--- src/rtl/avr_regfile_pkg.sv ---
// rtl/avr_regfile_pkg.sv - shared types and constants for the AVR register file
package avr_regfile_pkg;

    typedef enum logic [0:0] {
        DBG_IDLE = 1'b0,
        DBG_SEND = 1'b1
    } dbg_state_e;

    // X/Y/Z low-byte positions, counted down from the top of the file
    localparam int PTR_X_OFS = 6;
    localparam int PTR_Y_OFS = 4;
    localparam int PTR_Z_OFS = 2;

endpackage

--- src/rtl/avr_regfile_dbg_dump.sv ---
// rtl/avr_regfile_dbg_dump.sv - handshaked register dump FSM and index counter
module avr_regfile_dbg_dump
    import avr_regfile_pkg::*;
#(
    parameter int DATA_W   = 8,
    parameter int NUM_REGS = 32,
    parameter int ADDR_W   = $clog2(NUM_REGS)
) (
    input  logic              clk,
    input  logic              rst_n,
    input  logic              dbg_start,
    input  logic              dbg_ready,
    input  logic [DATA_W-1:0] rd_data,
    output logic [ADDR_W-1:0] dbg_index,
    output logic [DATA_W-1:0] dbg_data,
    output logic              dbg_busy,
    output logic              dbg_valid,
    output logic              dbg_done
);

    localparam logic [ADDR_W-1:0] LAST_IDX = ADDR_W'(NUM_REGS - 1);

    dbg_state_e        state_q, state_d;
    logic [ADDR_W-1:0] index_q, index_d;
    logic              done_q, done_d;

    always_comb begin
        state_d = state_q;
        index_d = index_q;
        done_d  = 1'b0;
        case (state_q)
            DBG_IDLE: begin
                if (dbg_start) begin
                    state_d = DBG_SEND;
                    index_d = '0;
                end
            end
            DBG_SEND: begin
                if (dbg_ready) begin
                    if (index_q == LAST_IDX) begin
                        state_d = DBG_IDLE;
                        index_d = '0;
                        done_d  = 1'b1;
                    end else begin
                        index_d = index_q + ADDR_W'(1);
                    end
                end
            end
            default: state_d = DBG_IDLE;
        endcase
    end

    always_ff @(posedge clk or negedge rst_n) begin
        if (!rst_n) begin
            state_q <= DBG_IDLE;
            index_q <= '0;
            done_q  <= 1'b0;
        end else begin
            state_q <= state_d;
            index_q <= index_d;
            done_q  <= done_d;
        end
    end

    // Data is the live stored value; whatever is there on the accepting edge is reported
    assign dbg_data  = rd_data;
    assign dbg_index = index_q;
    assign dbg_busy  = (state_q == DBG_SEND);
    assign dbg_valid = (state_q == DBG_SEND);
    assign dbg_done  = done_q;

endmodule

--- src/rtl/avr_regfile_multi.sv ---
// rtl/avr_regfile_multi.sv - AVR register file with byte/pair writes, pointer taps and debug dump
module avr_regfile_multi
    import avr_regfile_pkg::*;
#(
    parameter int   DATA_W   = 8,
    parameter int   NUM_REGS = 32,
    parameter int   BYPASS   = 1,
    localparam int  ADDR_W   = $clog2(NUM_REGS)
) (
    input  logic                clk,
    input  logic                rst_n,
    input  logic                wr_en,
    input  logic                wr_word,
    input  logic [ADDR_W-1:0]   wr_addr,
    input  logic [DATA_W-1:0]   wr_data,
    input  logic [DATA_W-1:0]   wr_data_hi,
    input  logic [ADDR_W-1:0]   rd1_addr,
    output logic [DATA_W-1:0]   rd1_data,
    input  logic [ADDR_W-1:0]   rd2_addr,
    output logic [DATA_W-1:0]   rd2_data,
    output logic [2*DATA_W-1:0] ptr_x,
    output logic [2*DATA_W-1:0] ptr_y,
    output logic [2*DATA_W-1:0] ptr_z,
    input  logic                dbg_start,
    output logic                dbg_busy,
    output logic                dbg_valid,
    input  logic                dbg_ready,
    output logic [ADDR_W-1:0]   dbg_index,
    output logic [DATA_W-1:0]   dbg_data,
    output logic                dbg_done
);

    localparam logic [ADDR_W-1:0] X_LO = ADDR_W'(NUM_REGS - PTR_X_OFS);
    localparam logic [ADDR_W-1:0] X_HI = ADDR_W'(NUM_REGS - PTR_X_OFS + 1);
    localparam logic [ADDR_W-1:0] Y_LO = ADDR_W'(NUM_REGS - PTR_Y_OFS);
    localparam logic [ADDR_W-1:0] Y_HI = ADDR_W'(NUM_REGS - PTR_Y_OFS + 1);
    localparam logic [ADDR_W-1:0] Z_LO = ADDR_W'(NUM_REGS - PTR_Z_OFS);
    localparam logic [ADDR_W-1:0] Z_HI = ADDR_W'(NUM_REGS - PTR_Z_OFS + 1);

    logic [DATA_W-1:0] regs_q [NUM_REGS];
    logic [DATA_W-1:0] regs_d [NUM_REGS];
    logic [ADDR_W-1:0] pair_lo;
    logic [ADDR_W-1:0] pair_hi;
    logic [DATA_W-1:0] dbg_rd_data;

    assign pair_lo = {wr_addr[ADDR_W-1:1], 1'b0};
    assign pair_hi = {wr_addr[ADDR_W-1:1], 1'b1};

    // regs_d doubles as the bypass source: it already holds each incoming byte in place
    always_comb begin
        regs_d = regs_q;
        if (wr_en) begin
            if (wr_word) begin
                regs_d[pair_lo] = wr_data;
                regs_d[pair_hi] = wr_data_hi;
            end else begin
                regs_d[wr_addr] = wr_data;
            end
        end
    end

    always_ff @(posedge clk or negedge rst_n) begin
        if (!rst_n) begin
            for (int i = 0; i < NUM_REGS; i++) begin
                regs_q[i] <= '0;
            end
        end else begin
            regs_q <= regs_d;
        end
    end

    assign rd1_data = (BYPASS != 0) ? regs_d[rd1_addr] : regs_q[rd1_addr];
    assign rd2_data = (BYPASS != 0) ? regs_d[rd2_addr] : regs_q[rd2_addr];

    assign ptr_x = {regs_q[X_HI], regs_q[X_LO]};
    assign ptr_y = {regs_q[Y_HI], regs_q[Y_LO]};
    assign ptr_z = {regs_q[Z_HI], regs_q[Z_LO]};

    assign dbg_rd_data = regs_q[dbg_index];

    avr_regfile_dbg_dump #(
        .DATA_W   (DATA_W),
        .NUM_REGS (NUM_REGS),
        .ADDR_W   (ADDR_W)
    ) u_dbg_dump (
        .clk       (clk),
        .rst_n     (rst_n),
        .dbg_start (dbg_start),
        .dbg_ready (dbg_ready),
        .rd_data   (dbg_rd_data),
        .dbg_index (dbg_index),
        .dbg_data  (dbg_data),
        .dbg_busy  (dbg_busy),
        .dbg_valid (dbg_valid),
        .dbg_done  (dbg_done)
    );

endmodule

--- config.mk ---
export PLATFORM = sky130hd
export DESIGN_NAME = avr_regfile_multi
export DESIGN_NICKNAME = d
export VERILOG_FILES = /design/src/rtl/avr_regfile_pkg.sv /design/src/rtl/avr_regfile_dbg_dump.sv /design/src/rtl/avr_regfile_multi.sv
export SDC_FILE = /design/constraint.sdc
export NUM_CORES = 1
export LEC_CHECK = 0
export CORE_ASPECT_RATIO = 0.8
export CORE_UTILIZATION = 61
export DETAILED_ROUTE_END_ITERATION = 8
export PLACE_DENSITY = 0.84
export REMOVE_ABC_BUFFERS = 1
export SETUP_SLACK_MARGIN = 0.5
export SKIP_LAST_GASP = 1
export SLEW_MARGIN = 20
export SYNTH_ARGS = -nofsm -noshare
export SYNTH_HDL_FRONTEND = slang
export SYNTH_HIERARCHICAL = 1
export SYNTH_SLANG_ARGS = --single-unit
--- constraint.sdc ---
create_clock -name clk -period 4.7 [get_ports clk]
set_clock_uncertainty 0.1 [all_clocks]
set_input_delay 0.94 -clock clk [delete_from_list [all_inputs] [get_ports clk]]
set_output_delay 0.94 -clock clk [all_outputs]
set_load 0.01 [all_outputs]
==> out/results.txt, run 1 <==
sequential element share of the synthesized area - 0.358
# clock sinks - 263
initial standard-cell utilization of the core - 0.623
placement-stage cell area - 23,700 sq um
count of different cell masters after synthesis - 99
mux cell area share after synthesis - 0.241
site row count - 56
total congestion overflow after global routing - 909
average size of a mapped cell - 10.4 sq um
number of synthesized flops with an enable pin - 0
placer congestion estimate - 1.24
run status - stopped before the end
Total Routing Usage GR - 0.943
via count of the first global-routing pass - 29,000
Post-Synth Simple-Gate Area - 0.111
wire length of the first global-routing pass - 210,000 um
IO Port Bufs - 116
Root Driver - clkbuf_16
cell count after synthesis - 1,764
HPWL after detailed placement - 69,400 um
compound-cell area share of the yosys netlist - 0.205
TritonCTS Buffers - 28
Synth Area in XOR/XNOR - 0.000476
Post-Synthesis Cell Area - 18,400 sq um
Synth async-reset ratio - 1.00
die width - 196 um
placed cell count - 2,666
Post-CTS Hold Fix Bufs - 0
number of flip-flops and latches in the synthesized netlist - 263
clock tree buffer depth - 3
vertical die dimension - 157 um
largest net degree at the start of global routing - 98
failing step - 5_1_grt
Primary FF master, synth - dfrtp_1
Adder-Cell Fraction of Synth Area - 0.00204
# IOs - 117
number of levels the H-tree was split into - 1
largest family of logic cells by synthesized area - multiplexers
Ys Warns - 6
first error line in the log - [ERROR GRT-0116] Global routing finished with congestion. Check the congestion regions in the DRC Viewer.
per-layer routing:
| metal | global-route usage | GRT overflow |
|---|---|---|
| met4 | 0.987 | 265 |
| met2 | 1.04 | 449 |
| met3 | 0.888 | 97 |
| met5 | 0.839 | 18 |
| met1 | 0.891 | 80 |
logic make-up after synthesis:
kind of cell             count (synthesis)
AO/OA/AOI/OAI                          514
buffers and inverters                  326
adder cells (fa/ha/maj)                  3
flip-flops                             263
XOR/XNOR                                 1
multiplexers                           284
AND/OR/NAND/NOR                        373
through the flow:
stage	TNS, ps	setup WS, ps	hold slack (ps)	util
4_1_cts	0	120	351	0.912
3_5_place_dp	-13430	-1110	431	0.804
3_3_place_gp	-12340	-1110	393	0.804
2_1_floorplan	-8720	-534	364	-
timing repair:
item,in CTS
gates resized for setup,414
gates cloned,7
buffers inserted,78
pin swaps,83
setup endpoints to repair,24
hold endpoints to repair,0
cell usage after synthesis, types with 13 or more instances:
cell type	count	share of area
o22ai_1	68	0.023
mux2_2	66	0.040
a31oi_1	23	0.0078
a21oi_1	56	0.015
o221ai_1	24	0.011
nand2_1	114	0.023
a221oi_1	17	0.0081
mux2i_1	92	0.050
nor2b_1	13	0.0044
o21ai_0	52	0.014
dfrtp_1	263	0.36
buf_1	20	0.0041
a211oi_1	27	0.011
a22oi_1	32	0.013
buf_4	64	0.026
nand3_1	37	0.010
buf_2	22	0.0060
o31ai_1	13	0.0053
mux4_2	119	0.15
a2bb2oi_1	65	0.031
clkbuf_1	97	0.020
inv_1	116	0.024
nor3_1	17	0.0046
nand2b_1	20	0.0068
nor2_1	80	0.016
==> run 2: changes to the inputs <==
Settings changed: CORE_ASPECT_RATIO 0.8 to unset, CORE_UTILIZATION 61 to 40, PLACE_DENSITY 0.84 to unset, PLACE_DENSITY_LB_ADDON set to 0.15, SETUP_SLACK_MARGIN 0.5 to unset.
==> run 2 against run 1 <==
Net effect:
- the flow now finishes without violations
- synthesized cell count stayed put
- area after synthesis unchanged
==> out/results.txt, run 2 <==
share of cells above drive strength 1 - 0.455
Fmax - 215 MHz
Synth async-reset ratio - 1.00
via count of the first global-routing pass - 19,500
TritonCTS Buffers - 36
cell count after synthesis - 1,764
Critical Path Most Common Cell - buf_4
largest stage delay on the critical path - 310 ps
combinational fraction of design power - 0.490
capturing element type of the critical path - output pin
proportion of total power due to net switching - 0.386
site row count - 78
placer congestion estimate - 1.03
via count of the routed design - 20,000
Worst path slowest cell - mux2_4
# IOs - 117
number of search-and-repair iterations in the first detailed-routing pass - 6
total buffers and inverters traversed by the critical path - 8
Clk pin slew, worst setup/hold paths - 60 ps
kind of critical path - primary input to output pin
die width - 216 um
vertical die dimension - 216 um
transition time at the pin with the least slew margin - 1120 ps
maximum net fanout on the critical path - 7
average size of a mapped cell - 10.4 sq um
worst-skew pair later-pin latency - 560 ps
# clock sinks - 263
dominant cell by count in the synthesized netlist - dfrtp_1
placement-stage cell area - 24,400 sq um
number of synthesized flops with an enable pin - 0
largest delay contributor family on the critical path - buffers and inverters
relative slew slack - 0.250
total congestion overflow after global routing - 0
cells taking the most area after synthesis - dfrtp_1 36%, mux4_2 15%, mux2i_1 5.0%
HPWL after detailed placement - 79,600 um
number of flip-flops in the largest register - 208
total wire length - 105,000 um
Total Routing Usage GR - 0.448
count of different cell masters after synthesis - 99
clock tree buffer depth - 3
Design Area, Final - 26,800 sq um
hold violation count in the final report - 0
highest ir drop seen on vdd - 0.517 mV
# fillers - 3,983
number of flip-flops and latches in the synthesized netlist - 263
number of levels the H-tree was split into - 2
total power density per cell area - 457 nW/um^2
unrepaired setup endpoints after global routing - false
Seq pwr share - 0.284
Critical Path Start Type - primary input
IO Port Bufs - 116
Post-Synthesis Cell Area - 18,400 sq um
CP Cell Sequence - buf_4, buf_6, buf_4, nand4b_1, buf_4, buf_4, nor3b_2, buf_4, buf_4, o22a_1, mux2_4, a211oi_4, a211oi_4, and4_4, dlygate4sd2_1
Total Nets Final - 2,414
Leak - 11.9 nW
minimum period implied by the final worst setup slack - 4660 ps
library cell occupying the most area in the post-synthesis netlist - dfrtp_1
detail-routed net length per standard cell - 35.1 um
Final Slew Violations - 0
DRC Markers - 0
worst reg2reg setup slack - 2480 ps
number of nets with antenna violations after routing - 0
largest net degree at the start of global routing - 90
Ys Warns - 6
most common library cell in the layout ignoring fill and taps - buf_4
sequential element share of the synthesized area - 0.358
initial DRC count - 3,033
initial antenna violation count - 8
post-detailed-route via-to-cell ratio - 6.65
area share of the largest cell type after synthesis - 0.358
CTS tree - done
power consumption - 0.0123 W
worst min-delay path category - primary input to asynchronous set/reset pin
arrival time of the worst setup path - 3620 ps
core area - 45,400 sq um
wire length of the first global-routing pass - 147,000 um
dpl ws - -1280 ps
Root Driver - clkbuf_16
area of the die - 46,800 sq um
share of total power in the clock network - 0.226
relative area change from synthesis to final layout - 45.9%
endpoint required time on the critical path - 3660 ps
final worst-path setup slack - 42.3 ps
register name with the most flops - regs_q
initial standard-cell utilization of the core - 0.405
period utilization - 0.991
power dissipated by switching net loads - 0.00473 W
most common library cells after synthesis - 263 x dfrtp_1, 119 x mux4_2, 116 x inv_1
Power Internal - 0.00753 W
run status - finished clean
highest-count cells in the layout ignoring fill and taps - 590 x buf_4, 261 x dfrtp_1, 119 x mux4_2
Maximum Capacitance Violations - 0
Primary FF master, synth - dfrtp_1
final count of negative-setup-slack endpoints - 0
-- run 2: what timing repair did --
action / in CTS / in global routing
cloned: 1 / 0
pin swaps: 34 / 16
endpoints found under the setup margin: 16 / 17
resized for setup: 224 / 62
endpoints found under the hold margin: 0 / 0
setup buffers: 35 / 10
hold buffers: 0 / 0
-- run 2: per-layer routing --
metal / routed length, um / global-route usage / up-vias
li1: - / - / 8006
met1: 40700 / 0.585 / 10100
met2: 44500 / 0.653 / 1527
met3: 13200 / 0.143 / 340
met4: 7000 / 0.255 / 2
met5: 9 / 0 / -
-- run 2: final cells by class --
cell class / count / area (sq um) / area share
diodes: 3 / 7.51 / 0.000280
clock buffers: 57 / 1050 / 0.0392
clock inverters: 5 / 85.1 / 0.00317
inverters: 119 / 450 / 0.0168
multi-input cells: 1175 / 11100 / 0.415
flip-flops and latches: 263 / 6590 / 0.246
well taps: 600 / 751 / 0.0280
repair buffers: 779 / 6760 / 0.252
-- run 2: final timing paths --
check	from	to	cells past startpoint
setup / recovery	wr_en	rd1_data[6]	15
hold / removal	rst_n	u_dbg_dump/dbg_index[1]	1
setup reg to reg	u_dbg_dump/dbg_index[3]	u_dbg_dump/dbg_index[4]	5
hold reg to reg	regs_q[230]	regs_q[230]	2
max in group asynchronous	rst_n	regs_q[162]	2
min in group clk	regs_q[230]	regs_q[230]	2
-- run 2: worst reg2reg max path: stages, from the launching register on --
cell,delay (ps)
dfrtp_1,870
buf_12,250
and3_1,200
ha_1,240
mux2_4,250
a22o_1,180
-- run 2: logic make-up after synthesis --
logic type                 count (synthesis)  share of synthesized area
AOI/OAI and AO/OA                        514                      0.205
xor gates and xnor gates                   1                   0.000476
adders and majority gates                  3                    0.00204
buffers and inverters                    326                     0.0828
DFF                                      263                      0.358
muxes                                    284                      0.241
and+or+nand+nor                          373                      0.111
-- run 2: metrics by stage --
stage                     setup TNS (ps)  instances   util  hold slack, ps
after floorplan                    -8720       1557      -             364
after global placement            -13460       2892  0.538             409
after detailed placement          -13370       2892  0.538             416
after CTS                           -217       2989  0.584             339
after global routing                   0       2998  0.591             348
final                                  0       3001  0.591             300
-- run 2: power groups by stage --
stage                     Sequential (W)  Combinational [W]  Clock [W]
after floorplan                  0.00343            0.00254          0
after global placement           0.00345            0.00561          0
after detailed placement         0.00345            0.00564          0
after CTS                        0.00343            0.00578    0.00279
after global routing             0.00351            0.00621    0.00286
final                            0.00348            0.00601    0.00278
Power figures use the tool's default switching activity.
